[config.mk]
export PLATFORM = sky130hd
export DESIGN_NAME = ultra_meas_ctrl
export DESIGN_NICKNAME = d
export VERILOG_FILES = /design/src/rtl/ultra_meas_ctrl_pkg.sv /design/src/rtl/ultra_meas_ctrl_us_tick_gen.sv /design/src/rtl/ultra_meas_ctrl.sv
export SDC_FILE = /design/constraint.sdc
export NUM_CORES = 1
export LEC_CHECK = 0
export BUFFER_PORTS_ARGS = -buffer_cell sky130_fd_sc_hd__buf_2
export CAP_MARGIN = 20
export CORE_ASPECT_RATIO = 1.4
export CORE_MARGIN = 2
export CORE_UTILIZATION = 60
export CTS_CLUSTER_DIAMETER = 100
export DETAILED_ROUTE_END_ITERATION = 10
export PLACE_DENSITY_LB_ADDON = 0.25
export SYNTH_ARGS = -nofsm -noshare
export SYNTH_HDL_FRONTEND = slang
export SYNTH_SLANG_ARGS = --single-unit
[constraint.sdc]
create_clock -name iClk -period 4.7 [get_ports iClk]
set_clock_uncertainty 0.1 [all_clocks]
set_input_delay 0.47 -clock iClk [delete_from_list [all_inputs] [get_ports iClk]]
set_output_delay 0.47 -clock iClk [all_outputs]
set_load 0.1 [all_outputs]
[src/rtl/ultra_meas_ctrl_pkg.sv]
// -----------------------------------------------------------------------------
// ultra_meas_ctrl_pkg
// Shared definitions for the ultrasonic range-measurement controller:
// FSM state encoding, result width, centimetre divisor and a saturating
// increment helper.
// -----------------------------------------------------------------------------
package ultra_meas_ctrl_pkg;

    localparam int RESULT_W = 16;

    // Round-trip echo time per centimetre of range.
    localparam logic [RESULT_W-1:0] US_PER_CM  = 16'd58;
    localparam logic [RESULT_W-1:0] RESULT_MAX = '1;

    typedef enum logic [2:0] {
        ST_IDLE      = 3'd0,
        ST_TRIG      = 3'd1,
        ST_WAIT_RISE = 3'd2,
        ST_MEASURE   = 3'd3,
        ST_CALC      = 3'd4,
        ST_HOLDOFF   = 3'd5
    } measState_t;

    function automatic logic [RESULT_W-1:0] satInc(input logic [RESULT_W-1:0] v);
        return (v == RESULT_MAX) ? v : v + 1'b1;
    endfunction

endpackage

[src/rtl/ultra_meas_ctrl_us_tick_gen.sv]
// -----------------------------------------------------------------------------
// us_tick_gen
// Produces a single-cycle pulse every TICK_DIV clock cycles while iRun is high.
// iClear zeroes the phase in the cycle it is asserted, so the first tick after
// a clear arrives exactly TICK_DIV cycles later (counting the clear cycle).
//
// Ports
//   iClk    in   system clock
//   iRst    in   asynchronous reset, active-high
//   iRun    in   count enable; count held at zero while low
//   iClear  in   restart the tick phase this cycle
//   oTick   out  one-cycle tick pulse (combinational from count)
// -----------------------------------------------------------------------------
module us_tick_gen
    import ultra_meas_ctrl_pkg::*;
#(
    parameter int TICK_DIV = 100
) (
    input  logic iClk,
    input  logic iRst,
    input  logic iRun,
    input  logic iClear,
    output logic oTick
);

    localparam int CW = (TICK_DIV > 1) ? $clog2(TICK_DIV) : 1;

    logic [CW-1:0] cnt;
    logic [CW-1:0] cntEff;

    // The clear cycle itself counts as phase 0.
    assign cntEff = iClear ? '0 : cnt;
    assign oTick  = iRun && (cntEff == CW'(TICK_DIV - 1));

    always_ff @(posedge iClk or posedge iRst) begin
        if (iRst) begin
            cnt <= '0;
        end else if (!iRun) begin
            cnt <= '0;
        end else if (oTick) begin
            cnt <= '0;
        end else begin
            cnt <= cntEff + 1'b1;
        end
    end

endmodule

[src/rtl/ultra_meas_ctrl.sv]
// -----------------------------------------------------------------------------
// ultra_meas_ctrl
// Ultrasonic range sensor controller: issues a trigger pulse, times the echo
// pulse in microseconds, optionally converts to centimetres, then enforces a
// quiet hold-off before the next measurement.
//
// Optional feature macro: ULTRA_DIST_CALC_EN
//   defined   : CALC converts us to cm by repeated subtraction of 58, one
//               step per cycle (at most 1130 cycles).
//   undefined : CALC lasts one cycle and oDist is the raw us count.
//
// Ports
//   iClk    in   system clock
//   iRst    in   asynchronous reset, active-high
//   iStart  in   measurement request, honoured only in IDLE
//   iEcho   in   sensor echo, asynchronous to iClk
//   oTrig   out  sensor trigger pulse
//   oBusy   out  high whenever not IDLE
//   oValid  out  one-cycle pulse, oDist updated in the same cycle
//   oError  out  one-cycle pulse on timeout, oDist unchanged
//   oDist   out  last result
//
// state      | meaning
// -----------+-----------------------------------------------------------
// IDLE       | waiting for iStart
// TRIG       | driving oTrig for TRIG_US microseconds
// WAIT_RISE  | waiting for echo rise, timeout after TIMEOUT_US
// MEASURE    | counting echo width in us, timeout at TIMEOUT_US
// CALC       | producing oDist, pulses oValid
// HOLDOFF    | quiet time of HOLDOFF_US before returning to IDLE
// -----------------------------------------------------------------------------
module ultra_meas_ctrl
    import ultra_meas_ctrl_pkg::*;
#(
    parameter int TICK_DIV   = 100,
    parameter int TRIG_US    = 10,
    parameter int TIMEOUT_US = 30000,
    parameter int HOLDOFF_US = 60000
) (
    input  logic                iClk,
    input  logic                iRst,
    input  logic                iStart,
    input  logic                iEcho,
    output logic                oTrig,
    output logic                oBusy,
    output logic                oValid,
    output logic                oError,
    output logic [RESULT_W-1:0] oDist
);

    measState_t state;
    measState_t statePrev;

    logic echoMeta;
    logic echoSync;
    logic echoDly;
    logic echoRise;
    logic echoFall;

    logic tick;
    logic tickRun;
    logic tickClr;

    logic [31:0]         phaseCnt;
    logic [RESULT_W-1:0] usCnt;
    logic [RESULT_W-1:0] usNext;

`ifdef ULTRA_DIST_CALC_EN
    logic [RESULT_W-1:0] calcRem;
    logic [RESULT_W-1:0] calcQuo;
`endif

    // Echo synchroniser plus one delay stage for edge detection.
    always_ff @(posedge iClk or posedge iRst) begin
        if (iRst) begin
            echoMeta <= 1'b0;
            echoSync <= 1'b0;
            echoDly  <= 1'b0;
        end else begin
            echoMeta <= iEcho;
            echoSync <= echoMeta;
            echoDly  <= echoSync;
        end
    end

    assign echoRise = echoSync & ~echoDly;
    assign echoFall = ~echoSync & echoDly;

    // First cycle in any new state restarts the microsecond phase.
    assign tickRun = (state != ST_IDLE);
    assign tickClr = (state != statePrev);

    us_tick_gen #(
        .TICK_DIV (TICK_DIV)
    ) uTickGen (
        .iClk   (iClk),
        .iRst   (iRst),
        .iRun   (tickRun),
        .iClear (tickClr),
        .oTick  (tick)
    );

    // A tick coinciding with the fall edge still counts, so an echo of N us
    // measures exactly N.
    assign usNext = tick ? satInc(usCnt) : usCnt;

    always_ff @(posedge iClk or posedge iRst) begin
        if (iRst) begin
            state     <= ST_IDLE;
            statePrev <= ST_IDLE;
            oTrig     <= 1'b0;
            oBusy     <= 1'b0;
            oValid    <= 1'b0;
            oError    <= 1'b0;
            oDist     <= '0;
            phaseCnt  <= '0;
            usCnt     <= '0;
`ifdef ULTRA_DIST_CALC_EN
            calcRem   <= '0;
            calcQuo   <= '0;
`endif
        end else begin
            statePrev <= state;
            oValid    <= 1'b0;
            oError    <= 1'b0;

            case (state)
                ST_IDLE: begin
                    if (iStart) begin
                        state    <= ST_TRIG;
                        oTrig    <= 1'b1;
                        oBusy    <= 1'b1;
                        phaseCnt <= 32'(TRIG_US - 1);
                    end
                end

                ST_TRIG: begin
                    if (tick) begin
                        if (phaseCnt == 32'd0) begin
                            state    <= ST_WAIT_RISE;
                            oTrig    <= 1'b0;
                            phaseCnt <= 32'(TIMEOUT_US - 1);
                        end else begin
                            phaseCnt <= phaseCnt - 32'd1;
                        end
                    end
                end

                ST_WAIT_RISE: begin
                    // Fall edges here belong to a stale echo and are ignored.
                    if (echoRise) begin
                        state <= ST_MEASURE;
                        usCnt <= '0;
                    end else if (tick) begin
                        if (phaseCnt == 32'd0) begin
                            state    <= ST_HOLDOFF;
                            oError   <= 1'b1;
                            phaseCnt <= 32'(HOLDOFF_US - 1);
                        end else begin
                            phaseCnt <= phaseCnt - 32'd1;
                        end
                    end
                end

                ST_MEASURE: begin
                    usCnt <= usNext;
                    if (echoFall) begin
                        state <= ST_CALC;
`ifdef ULTRA_DIST_CALC_EN
                        calcRem <= usNext;
                        calcQuo <= '0;
`endif
                    end else if (tick && ({16'd0, usNext} >= 32'(TIMEOUT_US))) begin
                        state    <= ST_HOLDOFF;
                        oError   <= 1'b1;
                        phaseCnt <= 32'(HOLDOFF_US - 1);
                    end
                end

                ST_CALC: begin
`ifdef ULTRA_DIST_CALC_EN
                    if (calcRem >= US_PER_CM) begin
                        calcRem <= calcRem - US_PER_CM;
                        calcQuo <= calcQuo + 1'b1;
                    end else begin
                        state    <= ST_HOLDOFF;
                        oDist    <= calcQuo;
                        oValid   <= 1'b1;
                        phaseCnt <= 32'(HOLDOFF_US - 1);
                    end
`else
                    state    <= ST_HOLDOFF;
                    oDist    <= usCnt;
                    oValid   <= 1'b1;
                    phaseCnt <= 32'(HOLDOFF_US - 1);
`endif
                end

                ST_HOLDOFF: begin
                    if (tick) begin
                        if (phaseCnt == 32'd0) begin
                            state <= ST_IDLE;
                            oBusy <= 1'b0;
                        end else begin
                            phaseCnt <= phaseCnt - 32'd1;
                        end
                    end
                end

                default: begin
                    state <= ST_IDLE;
                    oTrig <= 1'b0;
                    oBusy <= 1'b0;
                end
            endcase
        end
    end

endmodule

# Yosys cells after proc, flatten, opt, wreduce, memory -nomap -nowiden
# Cells that the tools add are included.
[totals]
reg_bits = 84
latch_bits = 0
ram_bits = 0
rom_bits = 0
in_bits = 4
output_inout_bits = 20
wordCells = 100
memories = 0
[op_classes]
addsub = 3
n_mul = 0
div_mod_pow = 0
n_lt_le_gt_ge = 1
eq_ne = 22
shift = 0
n_mux = 41
bitwise_logic = 6
n_reduce_logical = 14
[ops]
columns = ["operator", "n"]
rows = [
  ["32-bit 2-to-1 mux", 10],
  ["32-bit one-hot mux with 6 select lines", 1],
  ["16-bit 2-to-1 mux", 3],
  ["32-bit logical NOT", 1],
  ["16-bit one-hot mux with 2 select lines", 1],
  ["32-bit by 1-bit subtractor with 32-bit output, second input constant", 1],
  ["3-bit 2-to-1 mux", 10],
  ["2-bit != test, second input constant", 11],
  ["7-bit 2-to-1 mux", 3],
  ["3-bit one-hot mux with 6 select lines", 1],
  ["16-bit by 1-bit adder with 16-bit output, second input constant", 1],
  ["16-bit == test, second input constant", 1],
  ["16-bit by 15-bit greater-or-equal comparator with 1-bit output, second input constant", 1],
  ["1-bit 2-to-1 mux", 9],
  ["3-bit != test, second input constant", 3],
  ["9-bit AND reduction", 1],
  ["4-bit AND reduction", 2],
  ["8-bit AND reduction", 1],
  ["4-bit OR reduction", 2],
  ["7-bit by 1-bit adder with 7-bit output, second input constant", 1],
  ["7-bit == test, second input constant", 1],
  ["3-bit by 2-bit == test with 1-bit output, second input constant", 2],
  ["3-bit == test, second input constant", 2],
  ["1-bit one-hot mux with 3 select lines", 2],
  ["other kinds (11)", 16],
]

# Longest topological paths before layout
# Gate-level depths: netlist of the first run.
[depth]
depth_word = 10
mapped_depth = 18
depth_no_buf = 13

# Cells and area by module
# A second synthesis of the first run with hierarchy kept.
[hier_totals]
cells_unflattened = 547
area_unflattened_um2 = 5053.6
[by_module_without_submodules]
columns = ["module", "n_inst", "cells_each", "area_per_inst_um2", "seq_area_each_um2"]
rows = [
  ["ultra_meas_ctrl", 1, 504, 4610.7, 1926.8],
  ["us_tick_gen", 1, 43, 442.9, 175.2],
]

# Least setup slack after synthesis of the first run
# Ideal clock, no wire load.
[synth_path]
path_kind = "flip-flop to flip-flop"
startpoint = "reg state[0]"
endpoint = "reg phaseCnt[24]"
arrival_time_ps = 3521
t_required_ps = 4479
slack_ps = 958
stages_incl_launch_ff = 17
path_buffers = 4
synth_period_minus_slack_ps = 3742
path_cell_list = "dfrtp_1 -> buf_2 -> xor2_1 -> nor3_2 -> buf_2 -> and2_1 -> ha_1 -> and4bb_2 -> and3_1 -> buf_4 -> nand2_2 -> or4_1 -> a211o_1 -> o2111ai_2 -> nand3_4 -> buf_6 -> a22o_1"
[synth_between]
elab_chain_len = 9
elab_cells_between_ends = 25
classes_between = "order compare (1); eq/ne (15); mux (3); reduce/logical (6)"
[synth_rtl]
columns = ["element", "line", "rtl"]
rows = [
  ["start: declaration", "ultra_meas_ctrl.sv:51", "measState_t state;"],
  ["start signal: assignment", "ultra_meas_ctrl.sv:109", "state <= ST_IDLE;"],
  ["start signal: assignment", "ultra_meas_ctrl.sv:130", "state <= ST_TRIG;"],
  ["start signal: assignment", "ultra_meas_ctrl.sv:140", "state <= ST_WAIT_RISE;"],
  ["3-bit != test", "ultra_meas_ctrl.sv:91", "assign tickClr = (state != statePrev);"],
  ["7-bit 2-to-1 mux", "ultra_meas_ctrl_us_tick_gen.sv:32", "assign cntEff = iClear ? '0 : cnt;"],
  ["7-bit == test", "ultra_meas_ctrl_us_tick_gen.sv:33", "assign oTick = iRun && (cntEff == CW'(TICK_DIV - 1));"],
  ["1-bit logical AND", "ultra_meas_ctrl_us_tick_gen.sv:33", ""],
  ["16-bit 2-to-1 mux", "ultra_meas_ctrl.sv:105", "assign usNext = tick ? satInc(usCnt) : usCnt;"],
  ["16-bit by 15-bit greater-or-equal comparator with 1-bit output", "ultra_meas_ctrl.sv:173", "end else if (tick && ({16'd0, usNext} >= 32'(TIMEOUT_US))) begin"],
  ["1-bit logical AND", "ultra_meas_ctrl.sv:173", ""],
  ["2-bit != test (no source line)", "n/a", ""],
  ["9-bit AND reduction (no source line)", "n/a", ""],
  ["end signal: assignment", "ultra_meas_ctrl.sv:176", "phaseCnt <= 32'(HOLDOFF_US - 1);"],
  ["end signal: assignment", "ultra_meas_ctrl.sv:195", "phaseCnt <= 32'(HOLDOFF_US - 1);"],
  ["end signal: assignment", "ultra_meas_ctrl.sv:205", "phaseCnt <= phaseCnt - 32'd1;"],
  ["end: declaration", "ultra_meas_ctrl.sv:64", "logic [31:0] phaseCnt;"],
]
# Several ways; a longest one is shown, not always the timed one.
# A chain may end at the register's enable or synchronous reset.

# Worst setup path after layout of the first run
[layout_path]
startpoint = "reg state[0]"
endpoint = "reg phaseCnt[20]"
# The elaborated chain is that of the path after synthesis.

==> impl_results.md, run 1 <==
* Run status: complete, no violations
* Resized cells post-CTS at 0
* Most used DFF post-synth: dfrtp_1
* TritonRoute pass-1 iters at 5
* Syn-to-layout area delta at 8.083%
* Unique cell type count in the Yosys netlist at just under 70
* GRT Total Usage at between 20% and 30%
* Max Slew Vio Count at 0
* Vias in the first global route at approximately 4300
* Initial DRC count at roughly 280
* Most frequent cells in the layout: dfrtp_1 (84), nand2_1 (53), nor2_1 (51), a21oi_1 (35), o21ai_0 (31)
* Global route overflow at 0
* Clock transition at path regs at 0.09 ns
* Cells after DPL at approximately 640
* Max clock buf depth at 2
* Gpl congestion at between 0.9 and 1
* Buf/Inv on CP at 1
* Hold WS at 0.1138 ns
* Cts bufs inserted at 9
* Async SR Flop Fraction at 100.0%
* Syn Area/Cell at 8.911 um2
* Final Setup Violations at 0
* RSZ-0062 raised after global routing: false
* Post-DP Area at 4995 um2
* Largest net degree at the start of global routing at 51
* Sinks on Clock Net at between 80 and 90
* WL final at between 10000 and 15000 um
* Max-Cap Viols at 0
* Pleak at between 2 and 2.5 nW
* Final hold viol count at 0
* YS warnings at 0
* Worst-Skew Late Latency at about 0.37 ns
* PwrDens at between 500 and 600 nW/um2
* Nets at 562
* Setup Crit Path Kind: reg -> reg
* Worst slew margin at between 40 and 50%
* TritonCTS clock tree: done
* # diodes at 0
* Period Utilization, post-route at 92.61%
* Post-route setup TNS at 0 ns
* Worst setup EP type: register
* CP arrival at 4.51 ns
* # port buffers at 23
* Synth Cell Area at about 4800 um2
* CP top delay family: simple AND/OR/NAND/NOR gates
* Residual DRC at 0
* CP max stage delay at around 0.54 ns
* Total design power at 2.964 mW
* Initial antenna violation count at 0
* Critical path's slowest cell: or4_1
* Crit path cell chain: xor2_1, nor3_2, buf_4, and2_1, ha_1, and4bb_2, and3_1, nand2_2, or4_1, a211o_1, o2111ai_2, nand3_4, a221o_1
* Number of vias per cell at approximately 6.5
* Starting density of the core at just over 60%
* Core region area at roughly 7800 um2
* Share of cells above drive strength 1 at 14.13%
* # rows at 38
* Sequential area share after synthesis at roughly 44%
* Peak supply drop at roughly 0.00033 V
* Via count at 4313
* Crit Path Max Fanout at 43
* Hold_buf cts at 0
* Worst-Margin Slew at approximately 0.86 ns
* IO Pins at 24
* Synthesized Nets at 550
* Drt wl/cell at roughly 17 um
* Worst path required time at 4.85 ns
* Hold WC Path Type: in -> reg
* Die Wd at 79.83 um
* Post-Synthesis Cells at 542
* First-pass GRT wire length at roughly 19000 um
* Die height at between 100 and 150 um
* Die ar. at 8793 um2
* Startpoint Class: register
* H-Tree Depth at 3
* Commonest non-fill, non-tap cell in the layout: dfrtp_1
* Post-synth EDFFs at 0
* Crit path time final at around 4.4 ns
* Final instance area at ~5200 um2
* Synthesized flop and latch total at 84
* Hpwl dp at roughly 8100 um
* CTS root buffer: clkbuf_8
* Fin cells at approximately 660
* Setup Buffers After CTS at 0
* DRT antenna net count at 0
* Fmax at between 200 and 250 MHz
## metrics by stage
stage | utilization [%] | setup WS (ns)
6_report | 66.94 | 0.3475
2_1_floorplan | - | 0.9575
5_1_grt | 66.94 | 0.1386
4_1_cts | 66.94 | 0.3557
3_3_place_gp | 63.96 | 0.5397
3_5_place_dp | 64.06 | 0.3826
## layout make-up
cell class                 instances  area [um2]
clock inverter                     6       87.58
timing repair buffer              31       175.2
clock buffer                      10       137.6
inverter                           8       31.28
multi-input combinational        420        2561
sequential                        84        2102
fill                             649        2577
tap                              100       125.1
## cell families (layout without fill, tap and decap cells)
kind of cell               count (synthesis)  in the layout  synth area share [%]
AOI/OAI and AO/OA                        164            164                 21.66
xor gates and xnor gates                  10             10                 1.813
adders and majority gates                  4              4                 1.036
muxes                                     21             21                 4.793
buffers and inverters                     38             55                 3.549
DFF                                       84             84                 43.52
and+or+nand+nor                          221            221                 23.63
## Yosys cell counts, types with 3 or more instances
master | n | area, um2
buf_2 | 8 | 40.04
xor2_1 | 6 | 52.55
dfrtp_1 | 84 | 2102
a22o_1 | 3 | 26.28
a211oi_1 | 5 | 37.54
o21ai_0 | 31 | 155.2
nand4_1 | 11 | 68.82
and2_1 | 9 | 56.30
o21ai_1 | 28 | 140.1
xnor2_1 | 4 | 35.03
or4_1 | 4 | 30.03
a31oi_1 | 11 | 68.82
and3_1 | 11 | 68.82
clkbuf_1 | 19 | 71.32
mux2_2 | 17 | 191.4
o211ai_1 | 4 | 30.03
inv_1 | 8 | 30.03
o21a_1 | 5 | 37.54
nor3_1 | 22 | 110.1
or3_1 | 6 | 37.54
nor2_1 | 51 | 191.4
nand3_1 | 22 | 110.1
a21oi_1 | 35 | 175.2
ha_1 | 4 | 50.05
o41ai_1 | 6 | 52.55
nor2b_1 | 4 | 25.02
nand2b_1 | 6 | 37.54
nor4_1 | 4 | 25.02
o31ai_1 | 9 | 67.56
nand2_1 | 53 | 198.9
mux2i_1 | 4 | 40.04
## worst paths after layout
kind | startpoint | endpoint | slack [ns] | cells past startpoint
worst max-delay path | state[0]$_DFFE_PP0P_ | phaseCnt[20]$_DFFE_PP0P_ | 0.35 | 13
worst max register to register | state[0]$_DFFE_PP0P_ | phaseCnt[20]$_DFFE_PP0P_ | 0.35 | 13
worst min-delay path | iEcho | echoMeta$_DFF_PP0_ | 0.11 | 1
worst min register to register | echoMeta$_DFF_PP0_ | echoSync$_DFF_PP0_ | 0.25 | 0
max in group asynchronous | iRst | uTickGen.cnt[4]$_DFF_PP0_ | 3.41 | 3
min in group asynchronous | iRst | oDist[15]$_DFFE_PP0P_ | 0.14 | 2
## where the power goes
part           switching [mW]  leakage [nW]  internal (mW)
combinational           0.898         0.996          0.440
clock                   0.267         0.105          0.312
sequential              0.167          1.10          0.880
## flip-flops by register name, indices dropped and copies added, names as in the netlist
signal	cells
state	3
oDist	16
echoDly	1
oBusy	1
echoMeta	1
oError	1
oValid	1
echoSync	1
oTrig	1
uTickGen.cnt	7
usCnt	16
phaseCnt	32
statePrev	3
## layer usage
layer / wire (um) / vias to the layer above / track usage, %
met4: 329 / 0 / 14.41
met2: 6078 / 151 / 50.00
li1: - / 2039 / -
met1: 4489 / 2089 / 30.32
met3: 510 / 34 / 5.700
met5: 0 / - / 0
Note: power is estimated with default switching activity, not from simulation.
==> run 2: changes to the inputs <==
--- a/config.mk
+++ b/config.mk
@@ -9,8 +9,8 @@
 export CAP_MARGIN = 20
 export CORE_ASPECT_RATIO = 1.4
 export CORE_MARGIN = 2
-export CORE_UTILIZATION = 60
-export CTS_CLUSTER_DIAMETER = 100
+export CORE_UTILIZATION = 40
+export CTS_CLUSTER_DIAMETER = 40
 export DETAILED_ROUTE_END_ITERATION = 10
 export PLACE_DENSITY_LB_ADDON = 0.25
 export SYNTH_ARGS = -nofsm -noshare
==> constraint.sdc (replaced) <==
create_clock -name iClk -period 4.9 [get_ports iClk]
set_clock_uncertainty 0.1 [all_clocks]
set_input_delay 0.49 -clock iClk [delete_from_list [all_inputs] [get_ports iClk]]
set_output_delay 0.49 -clock iClk [all_outputs]
set_load 0.1 [all_outputs]
==> run 2 against run 1 <==
  * Combinational power decreased by 4%
  * Non-clock buffer count did not move
  * Cell count grew 7.1%
  * Design area rose by 2.4%
  * Critical path depth unchanged
  * Highest routed layer unchanged
  * Sequential share of layout area is 0.96 points lower
  * Clock power rose by 16%
  * Sequential cell count unchanged
==> impl_results.md, run 2 (same netlist as run 1, synthesis figures left out) <==
* Global route overflow at 0 (unchanged)
* Final Setup Violations at 0 (unchanged)
* Die height at 134.0 um (+22%)
* Setup Crit Path Kind: reg -> reg
* Sinks on Clock Net at 84 (unchanged)
* Max-Cap Viols at 0 (unchanged)
* Via count at 4211 (-2.4%)
* Starting density of the core at 40.86% (-21 points)
* Worst-Margin Slew at 0.7366 ns (-0.1208 ns)
* Max Slew Vio Count at 0 (unchanged)
* Post-route setup TNS at 0 ns (unchanged)
* Commonest non-fill, non-tap cell in the layout: dfrtp_1
* Drt wl/cell at 16.35 um (-5.5%)
* DRT antenna net count at 0 (unchanged)
* Largest net degree at the start of global routing at 46 (-9.8%)
* Resized cells post-CTS at 0 (unchanged)
* Fill cells at 1102 (+70%)
* Die ar. at 12980 um2 (+48%)
* Nets at 562 (unchanged)
* Cts bufs inserted at 9 (unchanged)
* Worst slew margin at 50.90% (+8.1 points)
* DR WL met3 at 365 um (-28%)
* Register area at 2102 um2 (unchanged)
* Gpl congestion at 0.9477 (-0.25%)
* CP top delay family: simple AND/OR/NAND/NOR gates
* Setup Buffers After CTS at 0 (unchanged)
* Post-DP Area at 5046 um2 (+1.0%)
* Highest routed layer: met4
* Fmax at 230.7 MHz (+0.40%)
* WL met2 at 5981 um (-1.6%)
* Clock transition at path regs at 0.06 ns (-0.03 ns)
* Buf/Inv on CP at 1 (unchanged)
* Final instance area at 5348 um2 (+2.4%)
* Initial DRC count at 256 (-7.2%)
* Crit Path Max Fanout at 43 (unchanged)
* Core region area at 11820 um2 (+52%)
* Post-Route M1 WL at 4954 um (+10%)
* PwrDens at 553.7 nW/um2 (-2.5%)
* Syn-to-layout area delta at 10.73%
* # diodes at 0 (unchanged)
* Crit path cell chain: xor2_1, nor3_2, buf_4, and2_1, ha_1, and4bb_2, and3_1, nand2_2, or4_1, a211o_1, o2111ai_2, nand3_4, a221o_1
* Worst-Skew Late Latency at 0.35 ns (-0.02 ns)
* Reg-to-reg slack, setup at 0.56 ns (+0.22 ns)
* CTS root buffer: clkbuf_16
* Vias in the first global route at 3999 (-7.7%)
* First-pass GRT wire length at 19440 um (+1.6%)
* IO Pins at 24 (unchanged)
* Top reg by flops: phaseCnt
* Final core occ at 45.24% (-22 points)
* Worst path required time at 5.03 ns (+0.18 ns)
* Hpwl dp at 8222 um (+1.3%)
* Die Wd at 96.87 um (+21%)
* RSZ-0062 raised after global routing: false
* TritonRoute pass-1 iters at 5 (unchanged)
* Pleak at 2.242 nW (+1.7%)
* Run status: complete, no violations
* TritonCTS clock tree: done
* Final hold viol count at 0 (unchanged)
* Max FFs per register at 32 (unchanged)
* CP arrival at 4.47 ns (-0.04 ns)
* Peak supply drop at 0.0002625 V (-21%)
* Multi-input gate area at 2561 um2 (unchanged)
* Hold_buf cts at 0 (unchanged)
* Total design power at 2.961 mW (-0.11%)
* Initial antenna violation count at 0 (unchanged)
* GRT Total Usage at 18.19% (-9.5 points)
* Max clock buf depth at 2 (unchanged)
* # port buffers at 23 (unchanged)
* Critical path's slowest cell: or4_1
* Hold WS at 0.1297 ns (+0.01588 ns)
* # rows at 47 (+24%)
* Regs by FF count: phaseCnt: 32 flops, oDist: 16 flops, usCnt: 16 flops
* Worst setup EP type: register
* Period Utilization, post-route at 88.47% (-4.1 points)
* Hold WC Path Type: in -> async
* WL final at 11550 um (+1.2%)
* Number of vias per cell at 5.965 (-8.9%)
* Share of cells above drive strength 1 at 13.95% (-0.18 points)
* Crit path time final at 4.335 ns (-0.01722 ns)
* Startpoint Class: register
* Most frequent cells in the layout: dfrtp_1 (84), nand2_1 (53), nor2_1 (51), a21oi_1 (35), o21ai_0 (31)
* H-Tree Depth at 3 (unchanged)
* Residual DRC at 0 (unchanged)
* CP max stage delay at 0.55 ns (about the same)
## run 2: cell count changes in the layout (fill, tap and decap cells not counted), moves of 2 or more
cell,delta
clkinvlp_4,-2
clkinv_4,+2
clkbuf_8,-10
clkbuf_16,+9
## run 2: path summary, 6_finish.rpt
check,depth (start not counted),start,end
max,13,state[0]$_DFFE_PP0P_,phaseCnt[20]$_DFFE_PP0P_
min,2,iRst,phaseCnt[26]$_DFFE_PP0P_
max reg2reg,13,state[0]$_DFFE_PP0P_,phaseCnt[20]$_DFFE_PP0P_
min reg2reg,0,echoMeta$_DFF_PP0_,echoSync$_DFF_PP0_
max in group asynchronous,3,iRst,usCnt[6]$_DFFE_PP0P_
min in group iClk,1,iEcho,echoMeta$_DFF_PP0_
## run 2: worst register-to-register path, stage by stage, from the launching register on
cell,delay [ns]
dfrtp_1,0.39
xor2_1,0.17
nor3_2,0.18
buf_4,0.20
and2_1,0.16
ha_1,0.20
and4bb_2,0.24
and3_1,0.30
nand2_2,0.22
or4_1,0.55
a211o_1,0.34
o2111ai_2,0.25
nand3_4,0.43
a221o_1,0.49
## run 2: report_power, final
part / switching (mW) / internal (mW) / total, mW
Combinational: 0.864 / 0.421 / 1.28
Sequential: 0.160 / 0.846 / 1.01
Clock: 0.276 / 0.395 / 0.671
Total: 1.30 / 1.66 / 2.96
## run 2: layout make-up
type,count,share of cell area [%]
Multi-Input combinational cell,420,47.89
Sequential cell,84,39.31
Tap cell,147,3.439
Clock inverter,6,1.217
Clock buffer,10,4.282
Timing Repair Buffer,31,3.276
Inverter,8,0.5849
## run 2: metrics by stage
step / setup WS [ns] / std cells
floorplan: 1.158 / 542
global placement: 0.7109 / 689
detailed placement: 0.5766 / 689
CTS: 0.5486 / 705
global route: 0.2778 / 706
finish: 0.5648 / 706
## run 2: per-layer routing
metal / GRT usage [%] / vias up
li1: - / 2036
met1: 21.63 / 2044
met2: 32.64 / 113
met3: 2.449 / 18
met4: 8.138 / 0
met5: 0 / -
